### src/rtl/instruction_fetch_unit.sv
// Instruction fetch unit: owns the fetch PC, issues one read at a time to
// instruction memory and queues returned words (with their PCs) for decode.
module instruction_fetch_unit #(
    parameter logic [31:0] RESET_ADDR = 32'h0000_0000,
    parameter int          DEPTH      = 2
) (
    input  logic        clk,
    input  logic        reset,
    input  logic        redirect_valid,
    input  logic [31:0] redirect_addr,
    output logic        imem_req,
    output logic [31:0] imem_addr,
    input  logic        imem_ack,
    input  logic [31:0] imem_rdata,
    output logic        instr_valid,
    output logic [31:0] instr_data,
    output logic [31:0] instr_pc,
    input  logic        instr_ready,
    output logic [1:0]  state_dbg_o
);

    localparam int PTR_W = (DEPTH > 1) ? $clog2(DEPTH) : 1;
    localparam int CNT_W = $clog2(DEPTH + 1);
    localparam logic [CNT_W-1:0] DEPTH_C = CNT_W'(DEPTH);

    typedef enum logic [1:0] {
        IDLE  = 2'd0,
        WAIT  = 2'd1,
        FLUSH = 2'd2
    } state_e;

    state_e           state_q;
    logic [31:0]      fetch_pc_q;
    logic [31:0]      req_addr_q;
    logic [31:0]      pc_mem_q   [DEPTH];
    logic [31:0]      data_mem_q [DEPTH];
    logic [PTR_W-1:0] wr_ptr_q;
    logic [PTR_W-1:0] rd_ptr_q;
    logic [CNT_W-1:0] count_q;
    logic [CNT_W-1:0] count_d;

    logic        push;
    logic        pop;
    logic        has_room;
    logic [31:0] redirect_target;
    logic [31:0] next_pc;

    // A redirect always wins: the word arriving with it is dropped.
    assign push            = (state_q == WAIT) && imem_ack && !redirect_valid;
    assign pop             = instr_valid && instr_ready;
    assign count_d         = count_q + CNT_W'(push) - CNT_W'(pop);
    assign has_room        = count_d < DEPTH_C;
    assign redirect_target = {redirect_addr[31:2], 2'b00};
    assign next_pc         = fetch_pc_q + 32'd4;

    assign imem_req    = (state_q != IDLE);
    assign imem_addr   = req_addr_q;
    assign instr_valid = (count_q != '0);
    assign instr_data  = data_mem_q[rd_ptr_q];
    assign instr_pc    = pc_mem_q[rd_ptr_q];
    assign state_dbg_o = state_q;

    always_ff @(posedge clk or posedge reset) begin
        if (reset) begin
            state_q    <= IDLE;
            fetch_pc_q <= RESET_ADDR;
            req_addr_q <= RESET_ADDR;
            wr_ptr_q   <= '0;
            rd_ptr_q   <= '0;
            count_q    <= '0;
            for (int i = 0; i < DEPTH; i++) begin
                pc_mem_q[i]   <= '0;
                data_mem_q[i] <= '0;
            end
        end else begin
            if (redirect_valid) begin
                fetch_pc_q <= redirect_target;
                wr_ptr_q   <= '0;
                rd_ptr_q   <= '0;
                count_q    <= '0;
            end else begin
                count_q <= count_d;
                if (push) begin
                    pc_mem_q[wr_ptr_q]   <= fetch_pc_q;
                    data_mem_q[wr_ptr_q] <= imem_rdata;
                    wr_ptr_q             <= wr_ptr_q + 1'b1;
                end
                if (pop) begin
                    rd_ptr_q <= rd_ptr_q + 1'b1;
                end
            end

            // req_addr_q only moves when a new request starts, so FLUSH
            // keeps presenting the address of the abandoned request.
            case (state_q)
                IDLE: begin
                    if (!redirect_valid && has_room) begin
                        state_q    <= WAIT;
                        req_addr_q <= fetch_pc_q;
                    end
                end
                WAIT: begin
                    if (redirect_valid) begin
                        state_q <= imem_ack ? IDLE : FLUSH;
                    end else if (imem_ack) begin
                        fetch_pc_q <= next_pc;
                        req_addr_q <= next_pc;
                        if (!has_room) begin
                            state_q <= IDLE;
                        end
                    end
                end
                FLUSH: begin
                    if (imem_ack) begin
                        state_q <= IDLE;
                    end
                end
                default: state_q <= IDLE;
            endcase
        end
    end

endmodule

### config.mk
export PLATFORM = sky130hd
export DESIGN_NAME = instruction_fetch_unit
export DESIGN_NICKNAME = d
export VERILOG_FILES = /design/src/rtl/instruction_fetch_unit.sv
export SDC_FILE = /design/constraint.sdc
export NUM_CORES = 1
export LEC_CHECK = 0
export ABC_AREA = 1
export CORE_MARGIN = 2
export CORE_UTILIZATION = 45
export DETAILED_ROUTE_END_ITERATION = 6
export GPL_ROUTABILITY_DRIVEN = 0
export PLACE_DENSITY_LB_ADDON = 0.05
export SKIP_LAST_GASP = 1
export SYNTH_ARGS = -nofsm -noshare
export SYNTH_HDL_FRONTEND = slang
export SYNTH_SLANG_ARGS = --single-unit
### constraint.sdc
create_clock -name clk -period 7.7 [get_ports clk]
set_input_delay 1.54 -clock clk [delete_from_list [all_inputs] [get_ports clk]]
set_output_delay 1.54 -clock clk [all_outputs]
set_load 0.1 [all_outputs]
# [After elaboration in Yosys (flattened, before gate mapping)]
# Index checks and enable logic that the tools add are counted.
[op_classes] addsub=5 order_cmp=4 n_eq_ne=8 n_mux=30 bitwise_logic=3 n_reduce_logical=15
[op_table] op="2-to-1 mux 32 bit" n=14
[op_table] op="bitwise mux 64 bit" n=2
[op_table] op="case mux 32 bit (2 select lines)" n=1
[op_table] op="adder 32 x 3 -> 32 bit (second input constant)" n=1
[op_table] op="demux 32 bit (select 1 bit)" n=1
[op_table] op="2-to-1 mux 2 bit" n=7
[op_table] op="nonzero test 2 bit" n=5
[op_table] op="!= test 2 bit (second input constant)" n=4
[op_table] op="AND reduction 4 bit" n=2
[op_table] op="!= test 3 bit (second input constant)" n=2
[op_table] op="case mux 2 bit (3 select lines)" n=1
[op_table] op="logical AND 1 bit" n=5
[op_table] op=">= comparator 2 bit (second input constant)" n=2
[op_table] op="2-to-1 mux 1 bit" n=4
[op_table] op="inverter 1 -> 2 bit" n=2
[op_table] op="adder 1 bit (second input constant)" n=2
[op_table] op="adder 2 x 1 -> 2 bit" n=1
[op_table] op="== test 2 x 1 -> 1 bit (second input constant)" n=1
[op_table] op="== test 2 bit (second input constant)" n=1
[op_table] op="logical NOT 2 bit" n=1
[op_table] op="less-than comparator 2 x 1 -> 1 bit (second input constant)" n=1
[op_table] op="less-than comparator 2 bit (second input constant)" n=1
[op_table] op="AND reduction 2 bit" n=1
[op_table] op="subtractor 2 x 1 -> 2 bit" n=1
[op_table] op="2 further kinds" n=2
[totals] register_bits=198 out_inout_bits=100 elab_cells=75

# [Depth between registers and ports, before layout]
# Gate-level depths: netlist (run 1).
[depth] ltp_word=10 mapped_depth=15

# [Worst setup path before layout (run 1)]
# Ideal clock, no wire load.
[synth_timing] kind="reg2out" startpoint="reg state_q[1] (netlist: state_dbg_o[1])" endpoint="out imem_req" arrival_ns=1.839 slack_ns=4.321 path_stages_with_launch=3 cell_sequence="dfrtp_1 nor2_1 inv_1"
[synth_between] elab_chain_len=1
[synth_rtl] element="start: declaration" line="32" source="state_e state_q;"
[synth_rtl] element="start signal: assignment" line="104" source="state_q <= imem_ack ? IDLE : FLUSH;"
[synth_rtl] element="nonzero test 2 bit" line="56" source="assign imem_req = (state_q != IDLE);"
[synth_rtl] element="end: declaration" line="11" source="output logic imem_req,"
# No other way between the ends.

# [Final worst setup path (run 1)]
[layout_timing] startpoint="reg rd_ptr_q" endpoint="out instr_data[17]"
[layout_between] elab_chain_len=4
[layout_rtl] element="start: declaration" line="38" source="logic [PTR_W-1:0] rd_ptr_q;"
[layout_rtl] element="start signal: assignment" line="89" source="rd_ptr_q <= rd_ptr_q + 1'b1;"
[layout_rtl] element="inverter 1 -> 2 bit (not written as such)" line="59" source="assign instr_data = data_mem_q[rd_ptr_q];"
[layout_rtl] element="2-to-1 mux 32 bit (not written as such) (3 in a row)" line="59"
[layout_rtl] element="end: declaration" line="16" source="output logic [31:0] instr_data,"
# No other way between the ends. The select of a mux whose other input is x is not followed.

==> results.yml, run 1 <==
outcome:
  status: "complete, no violations"
clocking:
  clkSinkCount: 198
  postCtsSetupBuffers: 0
  ctsResizeCount: 0
  clockBufferDepth: 2
  cts-root-buf: "clkbuf_16"
  clock_latency_ns: 0.44
  numCtsBuffers: 17
  holdBufCountCts: 0
  clk_pin_slew_ns: 0.07
  cts_tree: "yes"
  h-tree-depth: 4
yosys:
  synth_fp_nets: 1354
  syn-cell-area_sq_mm: 0.00972
  synth-seq-cells: 198
  synth_cell_types: 31
  yosysSeqAreaShare: 0.510
  avgSynthCellArea_sq_um: 7.58
  syn_inst: 1282
  yosys_warnings: 0
global_route:
  antenna_found_initial: 0
  grt_max_degree: 146
  first_global_vias: 7879
  grt.overflow.total: 0
  grt_usage: 0.230
  grt_first_pass_wirelength_um: 40800
worst_setup_path:
  rr_worst_depth: 13
  path_class: "flop to output port"
  crit_path_end_kind: "output port"
  timing.rr.start: "state_dbg_o[1]"
  cp_max_fo: 65
  crit_required_ns: 6.16
  ff2ff_setup_slack_ns: 4.31
  r2r_end: "imem_addr[0]"
  arrival_ns: 3.58
  start_kind: "flop"
flow_run:
  maxCapViolCount: 0
timing:
  setup_slack_ns: 2.58
  slew_violations: 0
  setup_tns_ns: 0
  min_period_ns: 5.12
  worst_slew_pin_slew_ns: 1.07
  fin_skew_ns: 0.0118
  rsz0062_at_grt: "no"
  setup_viol: 0
  final-hold-violation-count: 0
  relSlewSlack: 0.286
  fmax_ghz: 0.195
  holdWs_ns: 0.484
  period_share: 0.665
cells_and_area:
  syn2layout_area_growth_pct: 24.1
  drive_gt1_frac: 0.0548
  final_nets: 1483
  antenna_cells: 0
die:
  die_w_um: 151
  rows: 53
  start_util: 0.461
  core-area_sq_mm: 0.0211
  die_y_um: 151
  io_pins: 169
  die-area_sq_mm: 0.0228
place:
  post-place-ws_ns: 2.87
  dpl.hpwl_um: 16800
  numPortBuffers: 166
min_path:
  hp-class: "flop to flop"
  holdCritStartpoint: "imem_addr[16]"
  worstHoldPathCells: 2
  whs_endpoint: "imem_addr[16]"
routing:
  dr_total_vias: 8557
  wire_per_inst_um: 15.0
  ant_nets: 0
  routed_wl_um: 25400
  vias_per_cell: 5.04
  drt_iter0_drc: 624
  drcViolationCount: 0
  first_pass_iters: 7
## metal layers
| metal | share of wire | wire [um] | GRT usage |
|---|---|---|---|
| met3 | 0.051 | 1300 | 0.0349 |
| met4 | 0.027 | 675 | 0.0804 |
| met2 | 0.45 | 11500 | 0.359 |
| met5 | 0 | 0 | 0 |
| met1 | 0.47 | 11900 | 0.327 |
## sequential cells by signal (all words and copies together), names as in the netlist
signal and cells:
count_q 2, data_mem_q 64, fetch_pc_q 32, imem_addr 32, pc_mem_q 64, rd_ptr_q 1
state_dbg_o 2, wr_ptr_q 1
## worst max path at each step
stage	startpoint	cells past startpoint	to
after floorplan	reset	1	count_q[0]
after global placement	redirect_valid	13	imem_addr[0]
after detailed placement	redirect_valid	13	imem_addr[1]
after CTS	rd_ptr_q	6	instr_data[17]
after global routing	rd_ptr_q	6	instr_data[17]
final	rd_ptr_q	6	instr_data[17]
## metrics by stage
stage               utilization  instances  cell area [sq um]
finish                    0.572       1699              12100
global route              0.572       1699              12100
CTS                       0.572       1699              12100
detailed placement        0.544       1667              11500
global placement          0.544       1667              11500
floorplan                     -       1282               9720
## layout make-up
cell class | instances | area, sq um
clock buffer | 19 | 443
clock inverter | 13 | 141
fill | 2005 | 9030
inverter | 118 | 455
multi-input combinational | 903 | 4000
sequential | 198 | 4960
tap | 275 | 344
timing repair buffer | 173 | 1710
## worst max-delay path, cell delays in order, from the launching register on
cell and delay, ns:
dfrtp_2 0.39, buf_4 0.36, inv_2 0.57, buf_4 0.47, nand2_1 0.09, nand2_1 0.10, clkdlybuf4s50_1 1.13
## cells by family after synthesis
kind of cell,Yosys count,share of synthesized area
compound gates,194,0.106
xor+xnor,6,0.00541
fa+ha+maj,3,0.00386
buf+inv,181,0.0796
flops,198,0.510
simple gates,700,0.295
## synthesized netlist by cell type
master	count	area, sq um
ha_1	3	37.5
nand4_1	3	18.8
nand2_4	1	11.3
o31ai_1	1	7.51
xor2_1	6	52.6
nor2_2	6	37.5
o211ai_1	7	52.6
inv_4	2	12.5
inv_1	111	417
buf_4	3	22.5
nand3_4	1	17.5
buf_2	38	190
o21bai_1	2	15.0
nor2_4	6	67.6
o21ai_1	136	681
a21oi_1	17	85.1
nand3_1	74	370
inv_2	5	18.8
and2_1	2	12.5
nor2_1	59	221
nand2_2	8	50.1
nand2_1	533	2000
buf_6	4	45.0
o221ai_1	2	17.5
or2_2	6	37.5
nand4_4	1	21.3
o21ai_0	10	50.1
o22ai_1	15	93.8
dfrtp_1	198	4950
clkbuf_1	18	67.6
a22oi_1	4	30.0
## cell usage in the layout, fill, tap and decap left out, types with 2 or more instances in the layout
master and count:
nand2_1 532, inv_2 6, o21ai_1 136, o21ai_0 10, a21oi_1 17, and2_1 2, o211ai_1 7, nor2_4 6
inv_1 109, ha_1 3, nand2_4 3, o22ai_1 15, dfrtp_1 197, a22oi_1 4, nor2_2 6, clkbuf_16 17
inv_8 3, buf_4 7, clkdlybuf4s50_1 166, clkinvlp_4 5, nor2_1 59, nand2_2 7, nand3_1 74, o21bai_1 2
xor2_1 6, inv_6 3, or2_2 6, inv_4 2, o221ai_1 2, nand4_1 3
Power of run 1 is not shown: default switching activity piles up to over one toggle a cycle in this logic, so the estimate is an artifact.
==> run 2, diff against run 1 <==
clock period = 4.8 ns   (was 7.7 ns; I/O delays follow)
==> results.yml, run 2 (synthesis results as in run 1) <==
min_path:
  hp-class: "flop to flop"
die:
  io_pins: 169
  start_util: 0.461
  die_y_um: 151
  die-area_sq_mm: 0.0228
  rows: 53
  core-area_sq_mm: 0.0211
  die_w_um: 151
timing:
  holdWs_ns: 0.485
  period_share: 0.702
  final-hold-violation-count: 0
  worst_slew_pin_slew_ns: 0.984
  setup_viol: 0
  setup_tns_ns: 0
  slew_violations: 0
  relSlewSlack: 0.342
  rsz0062_at_grt: "no"
  min_period_ns: 3.37
  fin_skew_ns: 0.0149
  fmax_ghz: 0.297
clocking:
  cts_tree: "yes"
  h-tree-depth: 4
  clkSinkCount: 198
  clk_pin_slew_ns: 0.07
  postCtsSetupBuffers: 0
  numCtsBuffers: 17
  cts-root-buf: "clkbuf_16"
  clock_latency_ns: 0.43
  clockBufferDepth: 2
  ctsResizeCount: 0
  holdBufCountCts: 0
flow_run:
  maxCapViolCount: 0
place:
  numPortBuffers: 166
  place_inst: 1673
  dpl.hpwl_um: 17100
  placed_area_sq_mm: 0.0114
routing:
  routed_wl_um: 25500
  routed.top_layer: "met4"
  met3WireLength_um: 1300
  drt_iter0_drc: 513
  first_pass_iters: 6
  drcViolationCount: 0
  wl_met2_um: 11600
  wl_met1_um: 12200
  vias_per_cell: 4.99
  dr_total_vias: 8512
  wire_per_inst_um: 15.0
  ant_nets: 0
cells_and_area:
  final_cell_mix: "nand2_1 (532), dfrtp_1 (197), o21ai_1 (136), inv_1 (109), clkdlybuf4s50_1 (104)"
  nFillCells: 2020
  final_cells: 1705
  drive_gt1_frac: 0.101
  post-route-cell-area_sq_mm: 0.0120
  final_common_cell: "nand2_1"
  antenna_cells: 0
  largestRegisters: "data_mem_q: 64 flops, pc_mem_q: 64 flops"
  syn2layout_area_growth_pct: 23.6
  final_nets: 1489
worst_setup_path:
  arrival_ns: 2.41
  crit_start: "rd_ptr_q"
  rr_worst_depth: 13
  timing.rr.start: "count_q[1]"
  cp_max_fo: 15
  crit_path_end_kind: "output port"
  r2r_end: "imem_addr[0]"
  endpoint: "instr_pc[0]"
  start_kind: "flop"
  crit_required_ns: 3.84
  path_class: "flop to output port"
  ff2ff_setup_slack_ns: 2.08
outcome:
  status: "complete, no violations"
global_route:
  first_global_vias: 7789
  grt_max_degree: 123
  grt_first_pass_wirelength_um: 40400
  antenna_found_initial: 0
  grt_usage: 0.227
  grt.overflow.total: 0
-- run 2: per-layer routing --
| layer | global-route usage | up-vias |
|---|---|---|
| li1 | - | 4307 |
| met1 | 0.331 | 3968 |
| met4 | 0.0645 | 0 |
| met2 | 0.354 | 215 |
| met5 | 0 | - |
| met3 | 0.0370 | 22 |
-- run 2: final cells by class --
class / count / area [sq um] / area share
clock buffers: 20 / 447 / 0.0372
well taps: 275 / 344 / 0.0287
inverters: 118 / 452 / 0.0376
multi-input cells: 903 / 4000 / 0.333
flip-flops and latches: 198 / 4960 / 0.413
clock inverters: 12 / 164 / 0.0137
repair buffers: 179 / 1640 / 0.137
-- run 2: worst max-delay path, stage by stage, from the launching register on --
cell and delay (ns):
dfrtp_2 0.52, inv_2 0.20, nand2_1 0.07, nand2_1 0.07, clkdlybuf4s50_1 1.13
-- run 2: per-stage QoR --
stage | worst slack [ns] | util
after floorplan | 1.28 | -
after global placement | 1.25 | 0.540
after detailed placement | 1.20 | 0.540
after CTS | 1.39 | 0.569
after global routing | 1.31 | 0.569
final | 1.43 | 0.569
-- run 2: worst min path at each step --
| stage | slack, ns | end | from | cells after the start |
|---|---|---|---|---|
| after floorplan | 0.45 | pc_mem_q[54] | pc_mem_q[54] | 2 |
| after global placement | 0.47 | imem_addr[27] | imem_addr[27] | 2 |
| after detailed placement | 0.46 | imem_addr[25] | imem_addr[25] | 2 |
| after CTS | 0.49 | imem_addr[28] | imem_addr[28] | 2 |
| after global routing | 0.51 | imem_addr[28] | imem_addr[28] | 2 |
| final | 0.48 | imem_addr[24] | imem_addr[24] | 2 |
Power of run 2 is left out for the same reason.
